--- src/rtl/bcd_pkg.sv ---
// Shared constants and state encoding for the sequential BCD conversion service.
package bcd_pkg;

    localparam int BIN_W   = 10;
    localparam int DIGIT_W = 4;
    localparam int MAX_DEC = 999;

    typedef enum logic [1:0] {
        IDLE,
        SHIFT,
        DONE
    } state_t;

endpackage

--- src/rtl/bcd_serial.sv ---
// Iterative double-dabble core: one operand bit per clock, MSB first.
// The digit outputs expose the post-iteration value so a consumer can
// register the final digits on the same edge as the last iteration.
module bcd_serial
    import bcd_pkg::*;
(
    input  logic               clk,
    input  logic               rst,
    input  logic               start,
    input  logic [BIN_W-1:0]   operand,
    output logic               done,
    output logic [DIGIT_W-1:0] hundreds,
    output logic [DIGIT_W-1:0] tens,
    output logic [DIGIT_W-1:0] ones
);

    localparam int SCR_W = 3 * DIGIT_W + BIN_W;

    logic [BIN_W-1:0]   sh_q;
    logic [DIGIT_W-1:0] h_q;
    logic [DIGIT_W-1:0] t_q;
    logic [DIGIT_W-1:0] o_q;
    logic [3:0]         cnt_q;
    logic               run_q;
    logic [SCR_W-1:0]   scr_n;

    function automatic logic [DIGIT_W-1:0] add3(input logic [DIGIT_W-1:0] d);
        return (d >= DIGIT_W'(5)) ? d + DIGIT_W'(3) : d;
    endfunction

    // One shift-add-3 step over {hundreds, tens, ones, operand}
    always_comb begin
        scr_n = {add3(h_q), add3(t_q), add3(o_q), sh_q} << 1;
    end

    assign hundreds = scr_n[SCR_W-1 -: DIGIT_W];
    assign tens     = scr_n[SCR_W-DIGIT_W-1 -: DIGIT_W];
    assign ones     = scr_n[SCR_W-2*DIGIT_W-1 -: DIGIT_W];
    assign done     = run_q && (cnt_q == 4'(BIN_W - 1));

    // Scratch registers and bit counter
    always_ff @(posedge clk) begin
        if (rst) begin
            sh_q  <= '0;
            h_q   <= '0;
            t_q   <= '0;
            o_q   <= '0;
            cnt_q <= '0;
            run_q <= 1'b0;
        end else if (start) begin
            sh_q  <= operand;
            h_q   <= '0;
            t_q   <= '0;
            o_q   <= '0;
            cnt_q <= '0;
            run_q <= 1'b1;
        end else if (run_q) begin
            {h_q, t_q, o_q, sh_q} <= scr_n;
            cnt_q <= cnt_q + 4'd1;
            if (done) begin
                run_q <= 1'b0;
            end
        end
    end

endmodule

--- src/rtl/bcd_convert_arbiter.sv ---
// Round-robin shared binary-to-BCD converter: arbitration, operand capture,
// saturation above MAX_DEC and held result registers around bcd_serial.
module bcd_convert_arbiter
    import bcd_pkg::*;
#(
    parameter int NREQ = 4
) (
    input  logic                    clk,
    input  logic                    rst,
    input  logic [NREQ-1:0]         req,
    input  logic [NREQ*BIN_W-1:0]   bin,
    output logic [NREQ-1:0]         ack,
    output logic                    busy,
    output logic [$clog2(NREQ)-1:0] grant_id,
    output logic                    valid,
    output logic [DIGIT_W-1:0]      hundreds,
    output logic [DIGIT_W-1:0]      tens,
    output logic [DIGIT_W-1:0]      ones,
    output logic                    ovf
);

    localparam int IDW = $clog2(NREQ);

    state_t             state_q;
    state_t             state_n;
    logic [IDW-1:0]     rr_ptr_q;
    logic [IDW-1:0]     gsel;
    logic               found;
    logic [BIN_W-1:0]   opnd_mux;
    logic [BIN_W-1:0]   opnd_q;
    logic               start;
    logic               core_done;
    logic [DIGIT_W-1:0] core_h;
    logic [DIGIT_W-1:0] core_t;
    logic [DIGIT_W-1:0] core_o;

    // First requester at or after rr_ptr, wrapping modulo NREQ
    always_comb begin
        int unsigned idx;
        found = 1'b0;
        gsel  = '0;
        idx   = 0;
        for (int unsigned i = 0; i < NREQ; i++) begin
            idx = (32'(rr_ptr_q) + i) % NREQ;
            if (!found && req[idx]) begin
                found = 1'b1;
                gsel  = IDW'(idx);
            end
        end
    end

    assign opnd_mux = bin[32'(gsel) * BIN_W +: BIN_W];
    assign start    = (state_q == IDLE) && found;

    // State register
    always_ff @(posedge clk) begin
        if (rst) begin
            state_q <= IDLE;
        end else begin
            state_q <= state_n;
        end
    end

    // Next state and status outputs
    always_comb begin
        state_n = state_q;
        busy    = 1'b0;
        valid   = 1'b0;
        ack     = '0;
        unique case (state_q)
            IDLE: begin
                if (found) begin
                    state_n = SHIFT;
                end
            end
            SHIFT: begin
                busy = 1'b1;
                if (core_done) begin
                    state_n = DONE;
                end
            end
            DONE: begin
                busy          = 1'b1;
                valid         = 1'b1;
                ack[grant_id] = 1'b1;
                state_n       = IDLE;
            end
            default: state_n = IDLE;
        endcase
    end

    // Grant capture, result registers and round-robin pointer.
    // Results load on the final-iteration edge so they are already visible in DONE.
    always_ff @(posedge clk) begin
        if (rst) begin
            rr_ptr_q <= '0;
            grant_id <= '0;
            opnd_q   <= '0;
            hundreds <= '0;
            tens     <= '0;
            ones     <= '0;
            ovf      <= 1'b0;
        end else begin
            if (start) begin
                opnd_q   <= opnd_mux;
                grant_id <= gsel;
            end
            if ((state_q == SHIFT) && core_done) begin
                if (opnd_q > BIN_W'(MAX_DEC)) begin
                    hundreds <= DIGIT_W'(9);
                    tens     <= DIGIT_W'(9);
                    ones     <= DIGIT_W'(9);
                    ovf      <= 1'b1;
                end else begin
                    hundreds <= core_h;
                    tens     <= core_t;
                    ones     <= core_o;
                    ovf      <= 1'b0;
                end
            end
            if (state_q == DONE) begin
                rr_ptr_q <= (grant_id == IDW'(NREQ - 1)) ? '0 : grant_id + 1'b1;
            end
        end
    end

    bcd_serial u_core (
        .clk      (clk),
        .rst      (rst),
        .start    (start),
        .operand  (opnd_mux),
        .done     (core_done),
        .hundreds (core_h),
        .tens     (core_t),
        .ones     (core_o)
    );

endmodule

--- config.mk ---
export PLATFORM = sky130hd
export DESIGN_NAME = bcd_convert_arbiter
export DESIGN_NICKNAME = d
export VERILOG_FILES = /design/src/rtl/bcd_pkg.sv /design/src/rtl/bcd_serial.sv /design/src/rtl/bcd_convert_arbiter.sv
export SDC_FILE = /design/constraint.sdc
export NUM_CORES = 1
export LEC_CHECK = 0
export ABC_AREA = 1
export BUFFER_PORTS_ARGS = -buffer_cell sky130_fd_sc_hd__buf_2
export CAP_MARGIN = 20
export CORE_AREA = 2 2 104 81
export DETAILED_ROUTE_END_ITERATION = 12
export DIE_AREA = 0 0 106 83
export SYNTH_ARGS = -nofsm -noshare
export SYNTH_HDL_FRONTEND = slang
export SYNTH_SLANG_ARGS = --single-unit
--- constraint.sdc ---
create_clock -name clk -period 3.7 [get_ports clk]
set_clock_uncertainty 0.1 [all_clocks]
set_input_delay 0.37 -clock clk [delete_from_list [all_inputs] [get_ports clk]]
set_output_delay 0.37 -clock clk [all_outputs]
set_load 0.05 [all_outputs]
Word level (Yosys, flattened, before mapping)
Cells that the tools add are included.
{"block": "classes", "n_addsub": 8, "n_mul": 1, "div_mod_pow": 0, "order_cmp": 10, "n_eq_ne": 6, "shifts": 1, "muxes": 37, "bitwise_logic": 0, "reduce_logical": 15}
{"cell": "$shiftx A40 B7 Y10", "count": 1}
{"cell": "$mux W4", "count": 6}
{"cell": "$mux W10", "count": 2}
{"cell": "$lt A2 B3 Y1 const B", "count": 5}
{"cell": "$mux W1", "count": 15}
{"cell": "$mux W2", "count": 7}
{"cell": "$ge A4 B3 Y1 const B", "count": 3}
{"cell": "$gt A10 B10 Y1 const B", "count": 1}
{"cell": "$add A4 B2 Y4 const B", "count": 2}
{"cell": "$bmux W1 S2", "count": 4}
{"cell": "$logic_and A1 B1 Y1", "count": 7}
{"cell": "$mul A2 B3 Y5 const B", "count": 1}
{"cell": "$add A2 B1 Y2 const B", "count": 2}
{"cell": "$add A2 B2 Y2 const B", "count": 2}
{"cell": "$add A4 B1 Y4 const B", "count": 1}
{"cell": "$eq A2 B2 Y1 const B", "count": 2}
{"cell": "$eq A4 B4 Y1 const B", "count": 1}
{"cell": "$ne A2 B2 Y1 const B", "count": 2}
{"cell": "$pmux W2 S2", "count": 1}
{"cell": "$reduce_or A2 Y1", "count": 2}
{"cell": "$add A3 B2 Y3 const B", "count": 1}
{"cell": "$logic_not A1 Y1", "count": 3}
{"cell": "$mux W3", "count": 1}
{"cell": "$demux W1 S2", "count": 1}
{"cell": "other kinds (5)", "count": 5}
{"block": "totals", "register_bits": 56, "latchBits": 0, "ram_bits": 0, "mem_bits_ro": 0, "in_bits": 46, "output_inout_bits": 21, "word_cells": 92, "mem_count": 0}

Logic depth before layout (Yosys ltp)
Gate-level depths: netlist of the first run.
{"block": "depth", "ltp_word": 15, "mapped_depth": 16, "depth_no_buf": 15}

Cells and area by module
A second synthesis of the first run with hierarchy kept.
{"block": "unflattened", "hier_cells": 537, "area_unflattened_um2": 3513.4}
{"module": "bcd_convert_arbiter", "n_inst": 1, "cells_per_inst": 327, "area_per_inst_um2": 2014.4, "seq_area_each_um2": 520.5}
{"module": "bcd_serial", "n_inst": 1, "cells_per_inst": 210, "area_per_inst_um2": 1498.9, "seq_area_each_um2": 540.5}

Worst setup path after synthesis of the first run
No wires, ideal clock.
{"block": "synth_timing", "path_type": "flip-flop to output port", "start": "register state_q[0]", "end": "output ack[0]", "arrival_ps": 1494, "required_ps": 3230, "path_slack_ps": 1736, "stages_incl_launch_ff": 6, "path_buffers": 1, "path_cell_list": "dfxtp_1 -> inv_1 -> ha_1 -> clkbuf_1 -> nand2_1 -> inv_1"}
{"block": "synth_between", "elab_chain_cells": 2}
{"item": "from (decl)", "line_no": "bcd_convert_arbiter.sv:24", "text": "state_t state_q;"}
{"item": "from (signal assigned)", "line_no": "bcd_convert_arbiter.sv:60", "text": "state_q <= state_n;"}
{"item": "$eq A2 B2 Y1", "line_no": "bcd_convert_arbiter.sv:70", "text": "unique case (state_q)"}
{"item": "$mux W4", "line_no": "bcd_convert_arbiter.sv:70"}
{"item": "to (decl)", "line_no": "bcd_convert_arbiter.sv:12", "text": "output logic [NREQ-1:0] ack,"}
Every way passes these cells.

Final worst setup path of the first run
{"block": "layout_timing", "start": "register rr_ptr_q[0]", "end": "register u_core.sh_q[2]"}
{"block": "layout_between", "elab_chain_cells": 15, "elab_cells_between_ends": 30, "classes_between": "add/sub (3); mul (1); shift (1); mux (17); reduce/logical (8)"}
{"item": "from (decl)", "line_no": "bcd_convert_arbiter.sv:26", "text": "logic [IDW-1:0] rr_ptr_q;"}
{"item": "from (signal assigned)", "line_no": "bcd_convert_arbiter.sv:122", "text": "rr_ptr_q <= (grant_id == IDW'(NREQ - 1)) ? '0 : grant_id + 1'b1;"}
{"item": "parallel branches: the longest is 15 deep, another holds $mul A2 B3 Y5"}
{"item": "to (signal assigned)", "line_no": "bcd_serial.sv:51", "text": "sh_q <= operand;"}
{"item": "to (signal assigned)", "line_no": "bcd_serial.sv:58", "text": "{h_q, t_q, o_q, sh_q} <= scr_n;"}
{"item": "to (decl)", "line_no": "bcd_serial.sv:19", "text": "logic [BIN_W-1:0] sh_q;"}
Several ways; the timed one is not identified. The select of a mux whose other input is x is not followed.
A chain may end at the register's enable or synchronous reset.

==> flow_summary.yaml, run 1 <==
placement:
  placedCellCount: 643
  gp_congestion: 0.786
  dp_slack_ps: 929
  io_buffers: 66
  place_hpwl_mm: 5.80
clock_network:
  holdBufCountCts: 0
  path_clk_slew_ps: 100
  postCtsSetupRepairBufs: 0
  ctsRootBufferMaster: "clkbuf_8"
  ctsResizeCount: 0
  max-clock-path-buffers: 2
  insertion_delay_ps: 310
  cts_max_level: 2
  cts_num_sinks: 53
  numCtsBuffers: 5
  cts_tree: "yes"
sta:
  setup-tns-final_ps: 0
  setup_viol: 0
  maxSlewHeadroom: 0.548
  tightest_slew_ps: 671
  max_freq_mhz: 360
  slew_violations: 0
  hold_viol: 0
  post-route-period-util: 0.752
  rsz0062_at_grt: "false"
  min_period_ps: 2780
  fin_ws_ps: 919
worst_setup_path:
  reg2reg_depth: 12
  endpoint_kind: "flop"
  r2r_end: "u_core.sh_q[2]$_SDFFE_PP0P_"
  crit_arrival_ps: 2940
  critPathRequiredTime_ps: 3860
  crit_type: "reg -> reg"
  rr_startpoint: "rr_ptr_q[0]$_SDFFE_PP0P_"
  cp_max_fo: 18
  rrSetupSlack_ps: 920
  cp-start-kind: "flop"
logic_synthesis:
  seq_area_frac_synth: 0.332
  synth_seq_cells: 53
  yosysTopAreaCellShare: 0.332
  synth_nets: 548
  syn_area_per_cell_um2: 6.57
  synth_area_leader_cell: "dfxtp_1"
  syn_inst: 487
  synth_area_leaders: "dfxtp_1 33%, nand2_1 20%, inv_1 6.9%"
  yosysWarnings: 0
  syn_area_mm2: 0.00320
  synth.distinct_cells: 31
run:
  cap_violations: 0
route:
  dr.pass1.iters: 4
  vias_per_cell: 4.75
  wl_per_cell_um: 11.7
  final_antenna_net_count: 0
  vias: 3090
  drt-initial-drc-count: 139
  wl_mm: 7.59
  drc: 0
grt:
  grt_pass1_wl_mm: 12.9
  globalRouteOverflowTotal: 0
  grt_usage: 0.178
  grt_max_degree: 28
  grt_pass1_vias: 2849
  antenna_found_initial: 0
power:
  ir_drop_v: 0.000216
  power_mw: 1.26
  pwr_density_cell_mw_per_mm2: 343
  p_leak_nw: 1.93
floorplanning:
  start_util: 0.413
  pin_count: 67
  die_area_mm2: 0.00880
  fp.coreArea_mm2: 0.00774
  die_h_um: 83
  fp.dieW_um: 106
  rows: 28
finish:
  drive_gt1_frac: 0.198
  nNetsFinal: 606
  final_cell_mix: "173 x nand2_1, 66 x buf_2, 59 x inv_1"
  diodes: 0
  fillers: 818
  finalNonFillerCells: 651
  finalCoreUtilization: 0.472
  mostFrequentLayoutCell: "nand2_1"
  areaGrowthSynthToFinish_pct: 14.3
status:
  outcome: "finished, final reports clean"
worst_hold_path:
  whs_endpoint: "rr_ptr_q[1]$_SDFFE_PP0P_"
  min_path_cells: 2
  hold_start: "rst"
  hold_path_class: "in -> reg"
-- sequential cells by signal, summed over array words and instances, names as in the netlist, 2 cells and up --
signal        flops
u_core.o_q        4
opnd_q            7
u_core.h_q        4
hundreds          4
u_core.sh_q      10
state_q           2
ones              4
u_core.t_q        4
tens              4
rr_ptr_q          2
grant_id          2
u_core.cnt_q      4
-- Yosys cell counts --
cell type,number
nand2_1,173
inv_1,59
dfxtp_1,53
a21oi_1,36
nor2_1,28
nand3_1,24
o21ai_0,23
ha_1,15
nand2_2,14
nand3b_1,8
nand4_1,8
buf_2,5
clkbuf_1,5
o221a_2,5
inv_2,4
xor2_1,4
nand3_2,3
buf_4,2
buf_6,2
clkinv_1,2
nand3_4,2
nor2_2,2
nor2_4,2
a211oi_1,1
buf_1,1
buf_8,1
nand2_4,1
nor3_1,1
o211a_1,1
o211ai_1,1
or2_2,1
-- cell families (layout without fill, tap and decap cells) --
| kind of cell | Yosys count | in the layout | synth area share |
|---|---|---|---|
| adder cells (fa/ha/maj) | 15 | 15 | 0.0587 |
| XOR/XNOR | 4 | 4 | 0.0109 |
| AO/OA/AOI/OAI | 67 | 67 | 0.118 |
| buffers and inverters | 81 | 140 | 0.108 |
| AND/OR/NAND/NOR | 267 | 267 | 0.373 |
| flip-flops | 53 | 53 | 0.332 |
-- worst max-delay path: stages (launching register included) --
cell	delay, ps
dfxtp_1	620
inv_2	190
nand2_1	120
nand2_2	90
nand2_2	80
nand2_2	70
nor2_4	130
nand3_4	230
nand2_2	340
nand2_2	330
inv_2	270
nand2_1	80
nand2_1	70
-- worst max path at each step --
stage | startpoint | cells after the start | endpoint | slack, ps
after floorplan | state_q[0]$_SDFFE_PP0P_ | 5 | ack[0] | 1740
after global placement | rr_ptr_q[0]$_SDFFE_PP0P_ | 12 | u_core.sh_q[9]$_SDFFE_PP0P_ | 1000
after detailed placement | rr_ptr_q[0]$_SDFFE_PP0P_ | 12 | u_core.sh_q[2]$_SDFFE_PP0P_ | 930
after CTS | rr_ptr_q[0]$_SDFFE_PP0P_ | 12 | u_core.sh_q[2]$_SDFFE_PP0P_ | 910
after global routing | rr_ptr_q[0]$_SDFFE_PP0P_ | 12 | opnd_q[3]$_SDFFE_PP0P_ | 700
final | rr_ptr_q[0]$_SDFFE_PP0P_ | 12 | u_core.sh_q[2]$_SDFFE_PP0P_ | 920
-- stage by stage --
stage,hold WS (ps),area (um2)
finish,315,3660
global route,324,3660
CTS,314,3660
detailed placement,344,3570
global placement,344,3570
floorplan,326,3200
-- routing by layer --
metal  track usage  wire length, um
met1         0.252             3890
met2         0.286             3350
met3        0.0267              290
met4        0.0395               56
met5             0                0
-- cell type report --
type	instances	area, um2	area share
multi-input cells	353	1790	0.491
well taps	105	131	0.0359
clock buffers	6	72.6	0.0198
inverters	65	244	0.0667
clock inverters	2	15.0	0.00411
repair buffers	67	338	0.0924
flip-flops and latches	53	1060	0.290
-- power breakdown --
part           leakage, nW  switching, mW  internal, mW  total [mW]
registers            0.432         0.0244         0.612       0.636
logic                 1.46          0.199        0.0907       0.290
clock network       0.0374          0.195         0.134       0.329
(Power assumes the default switching activity.)
==> run 2, diff against run 1 <==
Clock period 3.7 ns to 2.7 ns, I/O delays scaled along.
==> flow_summary.yaml, run 2 (synthesis results as in run 1) <==
finish:
  regArea_mm2: 0.00106
  finalCoreUtilization: 0.478
  multi_input_area_mm2: 0.00179
  fillers: 829
  nNetsFinal: 612
  reg_top3: "u_core.sh_q (10), opnd_q (7)"
  final_cell_mix: "173 x nand2_1, 66 x buf_2, 59 x inv_1"
  diodes: 0
  finalNonFillerCells: 657
  drive_gt1_frac: 0.207
  top_register: "u_core.sh_q"
  mostFrequentLayoutCell: "nand2_1"
  largest_register_ffs: 10
  areaGrowthSynthToFinish_pct: 15.6
  post-route-cell-area_mm2: 0.00370
floorplanning:
  die_h_um: 83
  die_area_mm2: 0.00880
  start_util: 0.413
  fp.coreArea_mm2: 0.00774
  pin_count: 67
  fp.dieW_um: 106
  rows: 28
route:
  vias: 3088
  drc: 0
  final_antenna_net_count: 0
  drt-initial-drc-count: 149
  wl_mm: 7.58
  wl_per_cell_um: 11.5
  vias_per_cell: 4.70
  dr.pass1.iters: 4
sta:
  slew_violations: 0
  max_freq_mhz: 437
  hold_ws_ps: 211
  hold_viol: 0
  setup-tns-final_ps: 0
  tightest_slew_ps: 471
  maxSlewHeadroom: 0.686
  fin_ws_ps: 414
  min_period_ps: 2290
  setup_viol: 0
  post-route-period-util: 0.847
  rsz0062_at_grt: "false"
placement:
  place_hpwl_mm: 5.78
  gp_congestion: 0.809
  dp_slack_ps: 250
  placedCellCount: 649
  io_buffers: 66
  postPlaceCellArea_mm2: 0.00361
clock_network:
  cts_num_sinks: 53
  ctsRootBufferMaster: "clkbuf_8"
  insertion_delay_ps: 310
  path_clk_slew_ps: 100
  max-clock-path-buffers: 2
  postCtsSetupRepairBufs: 0
  cts_max_level: 2
  cts_tree: "yes"
  numCtsBuffers: 5
worst_setup_path:
  crit_start: "rr_ptr_q[0]$_SDFFE_PP0P_"
  endpoint_kind: "flop"
  cp_max_fo: 26
  cp-start-kind: "flop"
  crit_type: "reg -> reg"
  crit_path_frequent_cell: "nand2_1"
  rr_startpoint: "rr_ptr_q[0]$_SDFFE_PP0P_"
  max_stage_delay_ps: 480
  critPathRequiredTime_ps: 2810
  cpMaxStageDelayCell: "dfxtp_2"
  crit_chain: "inv_2 -> nand2_1 -> nand2_2 -> nor2_1 -> nor2_2 -> nand3_4 -> buf_4 -> nand3_4 -> nor2_1 -> nor2_1 -> nand2_1 -> nand2_1 -> nand2_1 -> nand2_1"
  crit_arrival_ps: 2400
power:
  switching_share: 0.327
  pwr_density_cell_mw_per_mm2: 462
  clockPowerShare: 0.257
  ir_drop_v: 0.000248
  switchingPower_mw: 0.559
  internal_power_mw: 1.15
  power_mw: 1.71
  p_comb_frac: 0.229
  p_seq_frac: 0.514
  p_leak_nw: 1.96
grt:
  grt_pass1_vias: 2875
  antenna_found_initial: 0
  grt_max_degree: 27
  grt_pass1_wl_mm: 13.1
  grt_usage: 0.179
  globalRouteOverflowTotal: 0
status:
  outcome: "finished, final reports clean"
worst_hold_path:
  hold_path_class: "in -> reg"
  hold_start: "rst"
run:
  cap_violations: 0
==> run 2: worst paths after layout <==
kind / to / slack [ps] / cells after the start
hold reg to reg: opnd_q[7]$_SDFFE_PP0P_ / 360 / 2
setup / recovery: opnd_q[7]$_SDFFE_PP0P_ / 410 / 14
setup reg to reg: opnd_q[7]$_SDFFE_PP0P_ / 410 / 14
hold / removal: rr_ptr_q[1]$_SDFFE_PP0P_ / 210 / 2
==> run 2: layout make-up <==
| cell class | instances | share of cell area |
|---|---|---|
| clock inverters | 1 | 0.00203 |
| inverters | 65 | 0.0660 |
| multi-input cells | 353 | 0.485 |
| flip-flops and latches | 53 | 0.287 |
| repair buffers | 73 | 0.104 |
| well taps | 105 | 0.0355 |
| clock buffers | 7 | 0.0206 |
==> run 2: power groups by stage <==
| stage | registers, mW | logic, mW | clock network (mW) |
|---|---|---|---|
| 2_1_floorplan | 0.895 | 0.287 | 0 |
| 3_3_place_gp | 0.897 | 0.393 | 0 |
| 3_5_place_dp | 0.897 | 0.393 | 0 |
| 4_1_cts | 0.878 | 0.396 | 0.455 |
| 5_1_grt | 0.886 | 0.446 | 0.486 |
| 6_report | 0.879 | 0.392 | 0.440 |
==> run 2: critical path, delay by kind of cell (launching register included) <==
family / cells / cell delay, ps
DFF: 1 / 480
buffers and inverters: 2 / 360
and+or+nand+nor: 12 / 1230
==> run 2: what timing repair did <==
action,CTS,global route
hold buffers,0,0
endpoints found under the hold margin,0,0
endpoints found under the setup margin,0,4
resized for setup,0,1
==> run 2: per-layer routing <==
layer,global-route usage,up-vias,share of wire
li1,-,1655,-
met1,0.252,1386,0.51
met2,0.286,43,0.45
met3,0.0290,4,0.038
met4,0.0443,0,0.0075
met5,0,-,0
==> run 3, diff against run 2 <==
Settings changed: PLACE_DENSITY set to 0.65.
Clock period 2.7 ns to 1.94 ns, I/O delays scaled along.
==> flow_summary.yaml, run 3 (synthesis results as in run 1) <==
power:
  power_mw: 2.65
  internal_power_mw: 1.81
  switchingPower_mw: 0.844
  switching_share: 0.318
  ir_drop_v: 0.000317
  p_leak_nw: 2.13
  p_comb_frac: 0.255
  pwr_density_cell_mw_per_mm2: 650
  clockPowerShare: 0.285
  p_seq_frac: 0.460
route:
  vias: 3231
  drt-initial-drc-count: 202
  vias_per_cell: 4.76
  final_antenna_net_count: 0
  wl_per_cell_um: 11.8
  wl_mm: 7.99
  drc: 0
  dr.pass1.iters: 4
sta:
  hold_viol: 0
  setup_viol: 18
  tightest_slew_ps: 372
  fin_ws_ps: -55.0
  setup-tns-final_ps: -437
  min_period_ps: 1990
  rsz0062_at_grt: "true"
  post-route-period-util: 1.03
  hold_ws_ps: 123
  max_freq_mhz: 501
  maxSlewHeadroom: 0.752
  slew_violations: 0
finish:
  largest_register_ffs: 10
  final_cell_mix: "156 x nand2_1, 66 x buf_2, 57 x inv_1"
  finalNonFillerCells: 679
  fillers: 756
  mostFrequentLayoutCell: "nand2_1"
  finalCoreUtilization: 0.527
  areaGrowthSynthToFinish_pct: 27.5
  drive_gt1_frac: 0.282
  reg_top3: "u_core.sh_q (10), opnd_q (7)"
  nNetsFinal: 634
  top_register: "u_core.sh_q"
  diodes: 0
clock_network:
  cts_num_sinks: 53
  ctsRootBufferMaster: "clkbuf_8"
  cts_max_level: 2
  cts_tree: "yes"
  insertion_delay_ps: 310
  holdBufCountCts: 0
  path_clk_slew_ps: 100
  numCtsBuffers: 5
  max-clock-path-buffers: 2
grt:
  top_usage_layer: "met2"
  grtUsageMet3: 0.0298
  globalRouteOverflowTotal: 0
  grt_pass1_wl_mm: 13.3
  grt_pass1_vias: 2978
  antenna_found_initial: 0
  grtUsageMet2: 0.294
  grt_usage: 0.180
  grtUsageMet1: 0.253
  grt_max_degree: 26
worst_setup_path:
  path_delay_family: "simple AND/OR/NAND/NOR gates"
  critPathBufInv: 3
  crit_arrival_ps: 2140
  critPathRequiredTime_ps: 2080
  cp_max_fo: 8
  rrSetupSlack_ps: -50
  rr_startpoint: "rr_ptr_q[0]$_SDFFE_PP0P_"
  crit_start: "rr_ptr_q[0]$_SDFFE_PP0P_"
  cpMaxStageDelayCell: "dfxtp_4"
  max_stage_delay_ps: 380
  crit_chain: "buf_8 -> nand2_2 -> nand3_1 -> nand2_1 -> inv_1 -> nand3_4 -> nand2_8 -> buf_4 -> nor2_4 -> nand2_1 -> o21ai_0"
  endpoint_kind: "flop"
  crit_path_frequent_cell: "nand2_1"
  cp-start-kind: "flop"
  crit_type: "reg -> reg"
placement:
  gp_congestion: 0.810
  place_hpwl_mm: 5.89
  io_buffers: 66
  placedCellCount: 663
status:
  violations: "negative setup slack"
  outcome: "complete, but fails checks"
run:
  cap_violations: 0
worst_hold_path:
  hold_path_class: "in -> reg"
  hold_start: "rst"
floorplanning:
  fp.coreArea_mm2: 0.00774
  fp.dieW_um: 106
  rows: 28
  start_util: 0.413
  pin_count: 67
  die_h_um: 83
  die_area_mm2: 0.00880
-- run 3: cell count changes in the layout (fill, tap and decap cells not counted), moves of 3 or more --
cell     before  now
buf_4         7   18
buf_6         0    4
nand2_2      14   27
nand2_1     173  156
o21ai_0      23   18
nand3_2       3    6
nand2_4       1    4
o21ai_1       0    5
-- run 3: repair_timing --
item,4_1_cts,5_1_grt
gates resized for setup,2,49
pin swaps,0,8
setup buffers,1,3
endpoints found under the hold margin,0,0
cloned,1,3
endpoints found under the setup margin,17,34
-- run 3: metal layers --
| metal | share of wire | vias to the layer above |
|---|---|---|
| met5 | 0 | - |
| met4 | 0.0055 | 0 |
| met3 | 0.050 | 6 |
| met2 | 0.46 | 64 |
| met1 | 0.49 | 1454 |
| li1 | - | 1707 |
-- run 3: worst register-to-register path, delay by kind of cell, from the launching register on --
kind	cells	cell delay, ps
AO/OA/AOI/OAI	1	90
buffers and inverters	3	400
AND/OR/NAND/NOR	7	970
flip-flops	1	380
-- run 3: metrics by stage --
step / area [um2] / worst slack (ps)
2_1_floorplan: 3200 / 152
3_3_place_gp: 3730 / -18.0
3_5_place_dp: 3730 / -67.7
4_1_cts: 3870 / 1.27
5_1_grt: 4080 / -197
6_report: 4080 / -55.0
-- run 3: worst paths after layout --
kind / to / cells after the start
min reg2reg: opnd_q[3]$_SDFFE_PP0P_ / 2
max reg2reg: grant_id[0]$_SDFFE_PP0P_ / 11
max: grant_id[0]$_SDFFE_PP0P_ / 11
min: rr_ptr_q[1]$_SDFFE_PP0P_ / 2
-- run 3: cell type report --
cell class                 instances  area, um2  share of cell area
sequential                        53       1070               0.261
clock inverter                     2       38.8             0.00951
inverter                          65        251              0.0616
multi-input combinational        356       1930               0.474
tap                              105        131              0.0322
timing repair buffer              92        586               0.144
clock buffer                       6       72.6              0.0178
-- run 3: power groups by stage --
stage	clock [mW]	sequential, mW	combinational [mW]
floorplan	0	1.25	0.400
global placement	0	1.24	0.592
detailed placement	0	1.24	0.597
CTS	0.767	1.22	0.608
global route	0.807	1.23	0.758
finish	0.756	1.22	0.675
